## config.mk

```make
export PLATFORM = sky130hd
export DESIGN_NAME = memory_access_unit
export DESIGN_NICKNAME = d
export VERILOG_FILES = /design/src/rtl/memory_access_unit_pkg.sv /design/src/rtl/memory_access_unit_lane_align.sv /design/src/rtl/memory_access_unit.sv
export SDC_FILE = /design/constraint.sdc
export NUM_CORES = 1
export LEC_CHECK = 0
export BUFFER_PORTS_ARGS = -buffer_cell sky130_fd_sc_hd__clkbuf_2
export CORE_ASPECT_RATIO = 0.7
export CORE_MARGIN = 4
export CORE_UTILIZATION = 35
export DETAILED_ROUTE_END_ITERATION = 7
export GPL_TIMING_DRIVEN = 0
export PLACE_DENSITY = 0.82
export SETUP_SLACK_MARGIN = 0.02
export SYNTH_ARGS = -nofsm -noshare
export SYNTH_HDL_FRONTEND = slang
export SYNTH_SLANG_ARGS = --single-unit
export TNS_END_PERCENT = 5
```

## constraint.sdc

```tcl
create_clock -name vclk -period 3.2
set_input_delay 0.32 -clock vclk [all_inputs]
set_output_delay 0.32 -clock vclk [all_outputs]
set_load 0.005 [all_outputs]
```

## src/rtl/memory_access_unit_pkg.sv

```systemverilog
// Shared types and constants for the RV32I load/store stage.
package mem_pkg;

  typedef enum logic [3:0] {
    MEM_NONE,
    SB,
    SH,
    SW,
    LB,
    LH,
    LW,
    LBU,
    LHU
  } mem_op_e;

  localparam int unsigned BYTE_W = 8;
  localparam int unsigned HALF_W = 16;

endpackage

```

## src/rtl/memory_access_unit_lane_align.sv

```systemverilog
// Byte/half lane handling: store-side merge of sub-word data into the read
// word, load-side extraction and sign/zero extension. Purely combinational.
module mem_lane_align
  import mem_pkg::*;
(
  input  mem_op_e     i_op,
  input  logic [1:0]  i_off,
  input  logic [31:0] i_rd_word,
  input  logic [31:0] i_st_data,
  output logic [31:0] o_wr_word,
  output logic [31:0] o_ld_data
);

  logic [4:0]        w_byte_base;
  logic [4:0]        w_half_base;
  logic [BYTE_W-1:0] w_byte;
  logic [HALF_W-1:0] w_half;

  assign w_byte_base = {i_off, 3'b000};
  assign w_half_base = {i_off[1], 4'b0000};
  assign w_byte      = i_rd_word[w_byte_base +: BYTE_W];
  assign w_half      = i_rd_word[w_half_base +: HALF_W];

  // Merge store data into the read word, or extract and extend load data.
  always_comb begin
    o_wr_word = '0;
    o_ld_data = '0;
    unique case (i_op)
      SB: begin
        o_wr_word = i_rd_word;
        o_wr_word[w_byte_base +: BYTE_W] = i_st_data[BYTE_W-1:0];
      end
      SH: begin
        o_wr_word = i_rd_word;
        o_wr_word[w_half_base +: HALF_W] = i_st_data[HALF_W-1:0];
      end
      SW:  o_wr_word = i_st_data;
      LB:  o_ld_data = {{(32-BYTE_W){w_byte[BYTE_W-1]}}, w_byte};
      LBU: o_ld_data = {{(32-BYTE_W){1'b0}}, w_byte};
      LH:  o_ld_data = {{(32-HALF_W){w_half[HALF_W-1]}}, w_half};
      LHU: o_ld_data = {{(32-HALF_W){1'b0}}, w_half};
      LW:  o_ld_data = i_rd_word;
      default: ;
    endcase
  end

endmodule

```

## src/rtl/memory_access_unit.sv

```systemverilog
// RV32I load/store stage: effective-address adder, strobe priority encoder,
// lane alignment against an async-read word RAM.
// Optional feature macro: MEMORY_ACCESS_MISALIGN_CHECK_EN (sticky misalign
// flag, suppresses misaligned writes and zeroes misaligned load results).
`ifndef MEMORY_DEPTH
`define MEMORY_DEPTH 10
`endif
`ifndef MEMORY_WIDTH
`define MEMORY_WIDTH 32
`endif

module memory_access_unit
  import mem_pkg::*;
#(
  parameter int unsigned ADDR_W = `MEMORY_DEPTH,
  parameter int unsigned DATA_W = `MEMORY_WIDTH
) (
  input  logic              clk,
  input  logic              rst_n,
  input  logic              rv32_s_sb,
  input  logic              rv32_s_sh,
  input  logic              rv32_s_sw,
  input  logic              rv32_i_lb,
  input  logic              rv32_i_lh,
  input  logic              rv32_i_lw,
  input  logic              rv32_i_lbu,
  input  logic              rv32_i_lhu,
  input  logic [11:0]       rv32_i_imm_11_0,
  input  logic [11:0]       rv32_s_imm_11_0,
  input  logic [31:0]       operand_1,
  input  logic [31:0]       operand_2,
  input  logic [31:0]       operand_3,
  output logic [31:0]       write_back_register_rd_data,
  output logic [ADDR_W-1:0] memory_read_address,
  input  logic [DATA_W-1:0] memory_read_data,
  output logic [ADDR_W-1:0] memory_write_address,
  output logic [DATA_W-1:0] memory_write_data,
  output logic              memory_write_enable,
  output logic              misaligned_error
);

  mem_op_e     w_op;
  logic        w_store;
  logic [11:0] w_imm;
  logic [31:0] w_ea;
  logic [1:0]  w_off;
  logic [31:0] w_wr_word;
  logic [31:0] w_ld_data;
  logic        w_misaligned;

  // Stores beat loads; sw>sh>sb, then lw>lh>lhu>lb>lbu.
  always_comb begin
    w_op = MEM_NONE;
    if      (rv32_s_sw)  w_op = SW;
    else if (rv32_s_sh)  w_op = SH;
    else if (rv32_s_sb)  w_op = SB;
    else if (rv32_i_lw)  w_op = LW;
    else if (rv32_i_lh)  w_op = LH;
    else if (rv32_i_lhu) w_op = LHU;
    else if (rv32_i_lb)  w_op = LB;
    else if (rv32_i_lbu) w_op = LBU;
  end

  assign w_store = rv32_s_sb | rv32_s_sh | rv32_s_sw;
  assign w_imm   = w_store ? rv32_s_imm_11_0 : rv32_i_imm_11_0;
  assign w_ea    = operand_1 + {{20{w_imm[11]}}, w_imm};
  assign w_off   = w_ea[1:0];

  assign memory_read_address  = w_ea[ADDR_W+1:2];
  assign memory_write_address = w_ea[ADDR_W+1:2];

  mem_lane_align u_lane_align (
    .i_op      (w_op),
    .i_off     (w_off),
    .i_rd_word (memory_read_data),
    .i_st_data (operand_2),
    .o_wr_word (w_wr_word),
    .o_ld_data (w_ld_data)
  );

  assign w_misaligned = (((w_op == SH) || (w_op == LH) || (w_op == LHU)) && w_off[0])
                      || (((w_op == SW) || (w_op == LW)) && (w_off != 2'b00));

  assign memory_write_data = w_wr_word;

`ifdef MEMORY_ACCESS_MISALIGN_CHECK_EN
  logic r_misaligned_error;

  assign memory_write_enable         = w_store & ~w_misaligned;
  assign write_back_register_rd_data = w_misaligned ? '0 : w_ld_data;

  // Sticky misalign flag, cleared only by reset.
  always_ff @(posedge clk or negedge rst_n) begin
    if (!rst_n)            r_misaligned_error <= 1'b0;
    else if (w_misaligned) r_misaligned_error <= 1'b1;
  end

  assign misaligned_error = r_misaligned_error;

  logic w_unused;
  assign w_unused = ^operand_3 ^ ^w_ea[31:ADDR_W+2];
`else
  assign memory_write_enable         = w_store;
  assign write_back_register_rd_data = w_ld_data;
  assign misaligned_error            = 1'b0;

  logic w_unused;
  assign w_unused = clk ^ rst_n ^ ^operand_3 ^ ^w_ea[31:ADDR_W+2] ^ w_misaligned;
`endif

endmodule

```

### After elaboration in Yosys (flattened, before gate mapping)

Index checks and enable logic that the tools add are counted.

| cells by class | value |
|---|---|
| $add $sub $neg | 3 |
| equal/unequal tests | 8 |
| shift operators | 6 |
| multiplexer cells | 13 |
| bitwise operators | 2 |

Operators by type and width:

| kind | count |
|---|---|
| $pmux W32 S5 | 1 |
| $pmux W32 S3 | 1 |
| $bwmux W32 | 2 |
| $shift A16 B7 Y32 const A | 1 |
| $shift A8 B7 Y32 const A | 1 |
| $shiftx A16 B7 Y32 | 1 |
| $shiftx A32 B6 Y16 | 1 |
| $shiftx A32 B6 Y8 | 1 |
| $shiftx A8 B7 Y32 | 1 |
| $mux W4 | 6 |
| $eq A4 B3 Y1 const B | 4 |
| $neg A5 Y7 | 2 |
| $add A12 B12 Y12 | 1 |
| $mux W12 | 1 |
| $eq A4 B2 Y1 const B | 2 |
| $mux W3 | 2 |
| $eq A4 B1 Y1 const B | 1 |
| $eq A4 B4 Y1 const B | 1 |
| $or A1 B1 Y1 | 2 |

| storage, ports and cells | value |
|---|---|
| bits in registers | 0 |
| output and inout port bits | 86 |
| logic and storage cells | 32 |

### Depth between registers and ports, before layout

| logic depth | value |
|---|---|
| depth after elaboration | 10 |
| mapped depth | 16 |
| mapped depth without buffers | 12 |

### By module

A second synthesis with hierarchy kept.

| unflattened totals | value |
|---|---|
| cell total of the unflattened synthesis | 384 |
| area total of the unflattened synthesis | 2,607.5 um^2 |

By module, submodules not included:

| module | times used | cells an instance | area an instance (um^2) |
|---|---|---|---|
| mem_lane_align | 1 | 257 | 1,665.3 |
| memory_access_unit | 1 | 127 | 942.2 |

### Worst setup path before layout

Ideal clock, no wire load.

| timing | value |
|---|---|
| path type | input port to output port |
| from | input port rv32_s_sw |
| to | output port memory_write_data[0] |
| arrival time | 3.196 ns |
| required time | 2.880 ns |
| setup slack | -0.316 ns |
| stages | 14 |
| buffers on the path | 3 |
| path through | buf_6 -> nor3_4 -> inv_1 -> clkbuf_1 -> nand2_1 -> nand2_1 -> ha_1 -> inv_1 -> fa_1 -> ha_1 -> clkbuf_1 -> nor3b_1 -> a21oi_1 -> o21ai_0 |

| between the ends | value |
|---|---|
| word-level cells in the longest chain between the ends | 7 |
| elaborated cells on any way between the ends | 16 |
| those cells by class | add/sub: 3; eq/ne: 3; shift: 4; mux: 5; bitwise: 1 |

Ends and longest elaborated chain:

| what | line | source |
|---|---|---|
| from (decl) | memory_access_unit.sv:22 | `input logic rv32_s_sw,` |
| $or A1 B1 Y1 * | memory_access_unit.sv:64 | `assign w_store = rv32_s_sb \| rv32_s_sh \| rv32_s_sw;` |
| via memory_write_enable | memory_access_unit.sv:38 | `output logic memory_write_enable,` |
| $mux W12 * | memory_access_unit.sv:65 | `assign w_imm = w_store ? rv32_s_imm_11_0 : rv32_i_imm_11_0;` |
| $add A12 B12 Y12 * | memory_access_unit.sv:66 | `assign w_ea = operand_1 + {{20{w_imm[11]}}, w_imm};` |
| $neg A5 Y7 (on tied branches) | memory_access_unit_lane_align.sv:35, memory_access_unit_lane_align.sv:31 |  |
| $shiftx A16 B7 Y32, or another cell as far along | memory_access_unit_lane_align.sv:35 | `o_wr_word[w_half_base +: HALF_W] = i_st_data[HALF_W-1:0];` |
| $bwmux W32 (on tied branches) | memory_access_unit_lane_align.sv:35, memory_access_unit_lane_align.sv:31 |  |
| $pmux W32 S3 * | memory_access_unit_lane_align.sv:28 | `unique case (i_op)` |
| to (decl) | memory_access_unit.sv:37 | `output logic [DATA_W-1:0] memory_write_data,` |

The timed path passes the listed nets; every way through them passes the cells marked *.

### Final worst setup path

| timing | value |
|---|---|
| from | input port rv32_s_sw |
| to | output port write_back_register_rd_data[18] |

| between the ends | value |
|---|---|
| word-level cells in the longest chain between the ends | 5 |
| elaborated cells on any way between the ends | 12 |
| those cells by class | add/sub: 1; eq/ne: 5; shift: 2; mux: 3; bitwise: 1 |

Ends and longest elaborated chain:

| what | line | source |
|---|---|---|
| $or A1 B1 Y1 | memory_access_unit.sv:64 |  |
| $mux W12 | memory_access_unit.sv:65 |  |
| $add A12 B12 Y12 | memory_access_unit.sv:66 |  |
| $shiftx A32 B6 Y16 / $shiftx A32 B6 Y8 (equally long branches) | memory_access_unit_lane_align.sv:22, memory_access_unit_lane_align.sv:21 |  |
| $pmux W32 S5 * | memory_access_unit_lane_align.sv:28 |  |
| to (decl) | memory_access_unit.sv:33 | `output logic [31:0] write_back_register_rd_data,` |

Mark *: on every way between the ends. The rest lies on a longest branch, timed or not.

==> flow_summary.ini <==
[floorplanning]
die_w_um = 112.1
core_area_um2 = 7352
dieArea_um2 = 9070
initial_core_util = 0.3613
ios = 248
row_count = 26
fp.dieH_um = 80.89

[timing]
post-route-period-util = 1.073
whs_ns = 0.9273
setup_violations = 64
worstMarginPinSlew_ns = 0.6858
fmax_mhz = 291.2
slew_viol_final = 0
setup_slack_ns = -0.2339
finalCriticalPeriod_ns = 3.434
slew_headroom = 0.5411
timing.final.hold_violations = 0
rsz0062_at_grt = yes

[grt]
antenna_found_initial = 0
grtUsageTotal = 0.2950
overflow = 0
grt_max_degree = 11
grt_pass1_vias = 3838
grt_pass1_wl_um = 21400

[layout]
final_nets = 784
drive_gt1_frac = 0.4884
seq_cells = 0
synthToLayoutAreaGrowth_pct = 62.55
fin_cells = 704
nFillCells = 691
n_clock_buffer = 0
diodes = 0
seqCellArea_um2 = 0
final_area_um2 = 4318

[min_path]
min_path_type = input port to output pin
holdPathStages = 4
hp-start = operand_2[16]
hold_end = memory_write_data[16]

[setup_path]
crit_fanout = 6
critPathSlowestCell = fa_2
path_delay_family = adder cells
crit_type = input port to output pin
slowest_delay_ns = 0.67
critPathBufInv = 5
cp.arrival_ns = 3.11
critPathMostFrequentCell = nand2_4
worst_ep_required_time_ns = 2.88
end_kind = output pin
critPathLaunchType = input port
crit_chain = buf_12, nor3_4, clkbuf_8, nand2_4, nand2_4, ha_4, inv_2, fa_2, mux4_2, o311ai_4, a21oi_4, buf_6, a21o_1, buf_2

[detailed_routing]
wl_per_cell_um = 21.04
dr.pass1.iters = 5
drc_errors = 0
ant_nets = 0
vias = 4221
viasPerCell = 5.996
drt_iter0_markers = 341
drt_wl_total_um = 14820

[power_and_ir_drop]
pwr-share-clk = 0
p_seq_frac = 0
internal-power_uw = 537.3
power_density_nw_per_um2 = 256.6
irDropWorstVdd_uv = 106.1
power_frac_comb = 1.000
p_sw_uw = 570.9
power.leakage_uw = 0.002322
swShare = 0.5152

[place]
hpwl_um = 11560
numPortBuffers = 192
placedCellCount = 684
postPlaceCellArea_um2 = 3795
place_congestion = 1.046

[logic_synthesis]
synth_nets = 570
yosysUniqueCellTypes = 46
post-synth-top-count-cell = nand2_1
synth_seq_area_share = 0
syn_area_per_cell_um2 = 6.742
yosysWarnings = 0
synthCells = 394
synthTopCellsByCount = nand2_1, a21oi_1, o21ai_0
ys_top_cells_by_area = a21oi_1, nand2_1, a22oi_1, mux4_2, mux2i_1
synth_top_area_share = 0.07913
yosysTopAreaCell = a21oi_1
syn-cell-area_um2 = 2656

[outcome]
outcome = complete, but fails checks
violations = setup timing

[run]
max_cap_viol_count = 0
cells by family after synthesis:
| logic type | after synthesis | synth area share |
|---|---|---|
| compound gates | 164 | 0.4211 |
| xor+xnor | 9 | 0.02967 |
| fa+ha+maj | 14 | 0.06877 |
| buf+inv | 58 | 0.1064 |
| mux | 25 | 0.1319 |
| other cells | 1 | 0.001412 |
| simple gates | 123 | 0.2407 |
final cells by class:
class / count / area, µm² / share of cell area
Multi-Input combinational cell: 336 / 2641 / 0.6117
Timing Repair Buffer: 214 / 1160 / 0.2686
Buffer: 39 / 330.3 / 0.07650
Tap cell: 98 / 122.6 / 0.02840
Inverter: 17 / 63.81 / 0.01478
per-layer routing:
metal	GRT usage	vias to the layer above	share of wire	wire (µm)
li1	-	1912	-	-
met1	0.4178	2010	0.43	6324
met2	0.4655	276	0.45	6613
met3	0.06180	23	0.11	1659
met4	0.05762	0	0.015	218
met5	0	-	0	0
power groups by stage:
stage,Combinational [µW],Clock [µW],Sequential (µW)
after floorplan,558,0,0
after global placement,908,0,0
after detailed placement,919,0,0
after CTS,1020,0,0
after global routing,1180,0,0
final,1110,0,0
worst max-delay path by stage:
| stage | cells after the start | endpoint | slack, ns | startpoint |
|---|---|---|---|---|
| after global placement | 16 | memory_write_data[14] | -0.95 | rv32_s_sw |
| after global routing | 16 | write_back_register_rd_data[20] | -0.35 | rv32_s_sw |
| after detailed placement | 16 | memory_write_data[8] | -0.92 | rv32_s_sw |
| after CTS | 14 | write_back_register_rd_data[18] | -0.27 | rv32_s_sb |
| after floorplan | 15 | write_back_register_rd_data[21] | -0.08 | rv32_s_sw |
| final | 14 | write_back_register_rd_data[18] | -0.23 | rv32_s_sw |
per-stage QoR:
step	total power (µW)	TNS [ns]	worst slack (ns)	util
2_1_floorplan	557.6	-1.747	-0.07581	-
3_3_place_gp	908.2	-38.62	-0.9536	0.5162
3_5_place_dp	919.3	-39.90	-0.9182	0.5162
4_1_cts	1022	-12.30	-0.2706	0.5567
5_1_grt	1184	-16.83	-0.3497	0.5873
6_report	1108	-8.426	-0.2339	0.5873
what timing repair did:
item	4_1_cts	5_1_grt
hold buffers	0	0
endpoints found under the setup margin	72	72
setup buffers	9	11
gates resized for setup	59	64
pin swaps	13	11
cloned	1	1
layout by cell type (no fill, tap or decap), types with 11 or more instances in the layout:
master,count
clkbuf_2,171
nand2_1,51
a21oi_1,36
buf_4,31
a22oi_1,24
buf_2,21
a21o_1,19
nor2b_1,18
mux2i_1,17
o21ai_1,17
a22o_1,16
inv_1,14
o221ai_1,14
o21ai_0,13
buf_6,12
nor2_1,11
No activity file was read; power rests on OpenSTA's default activity.
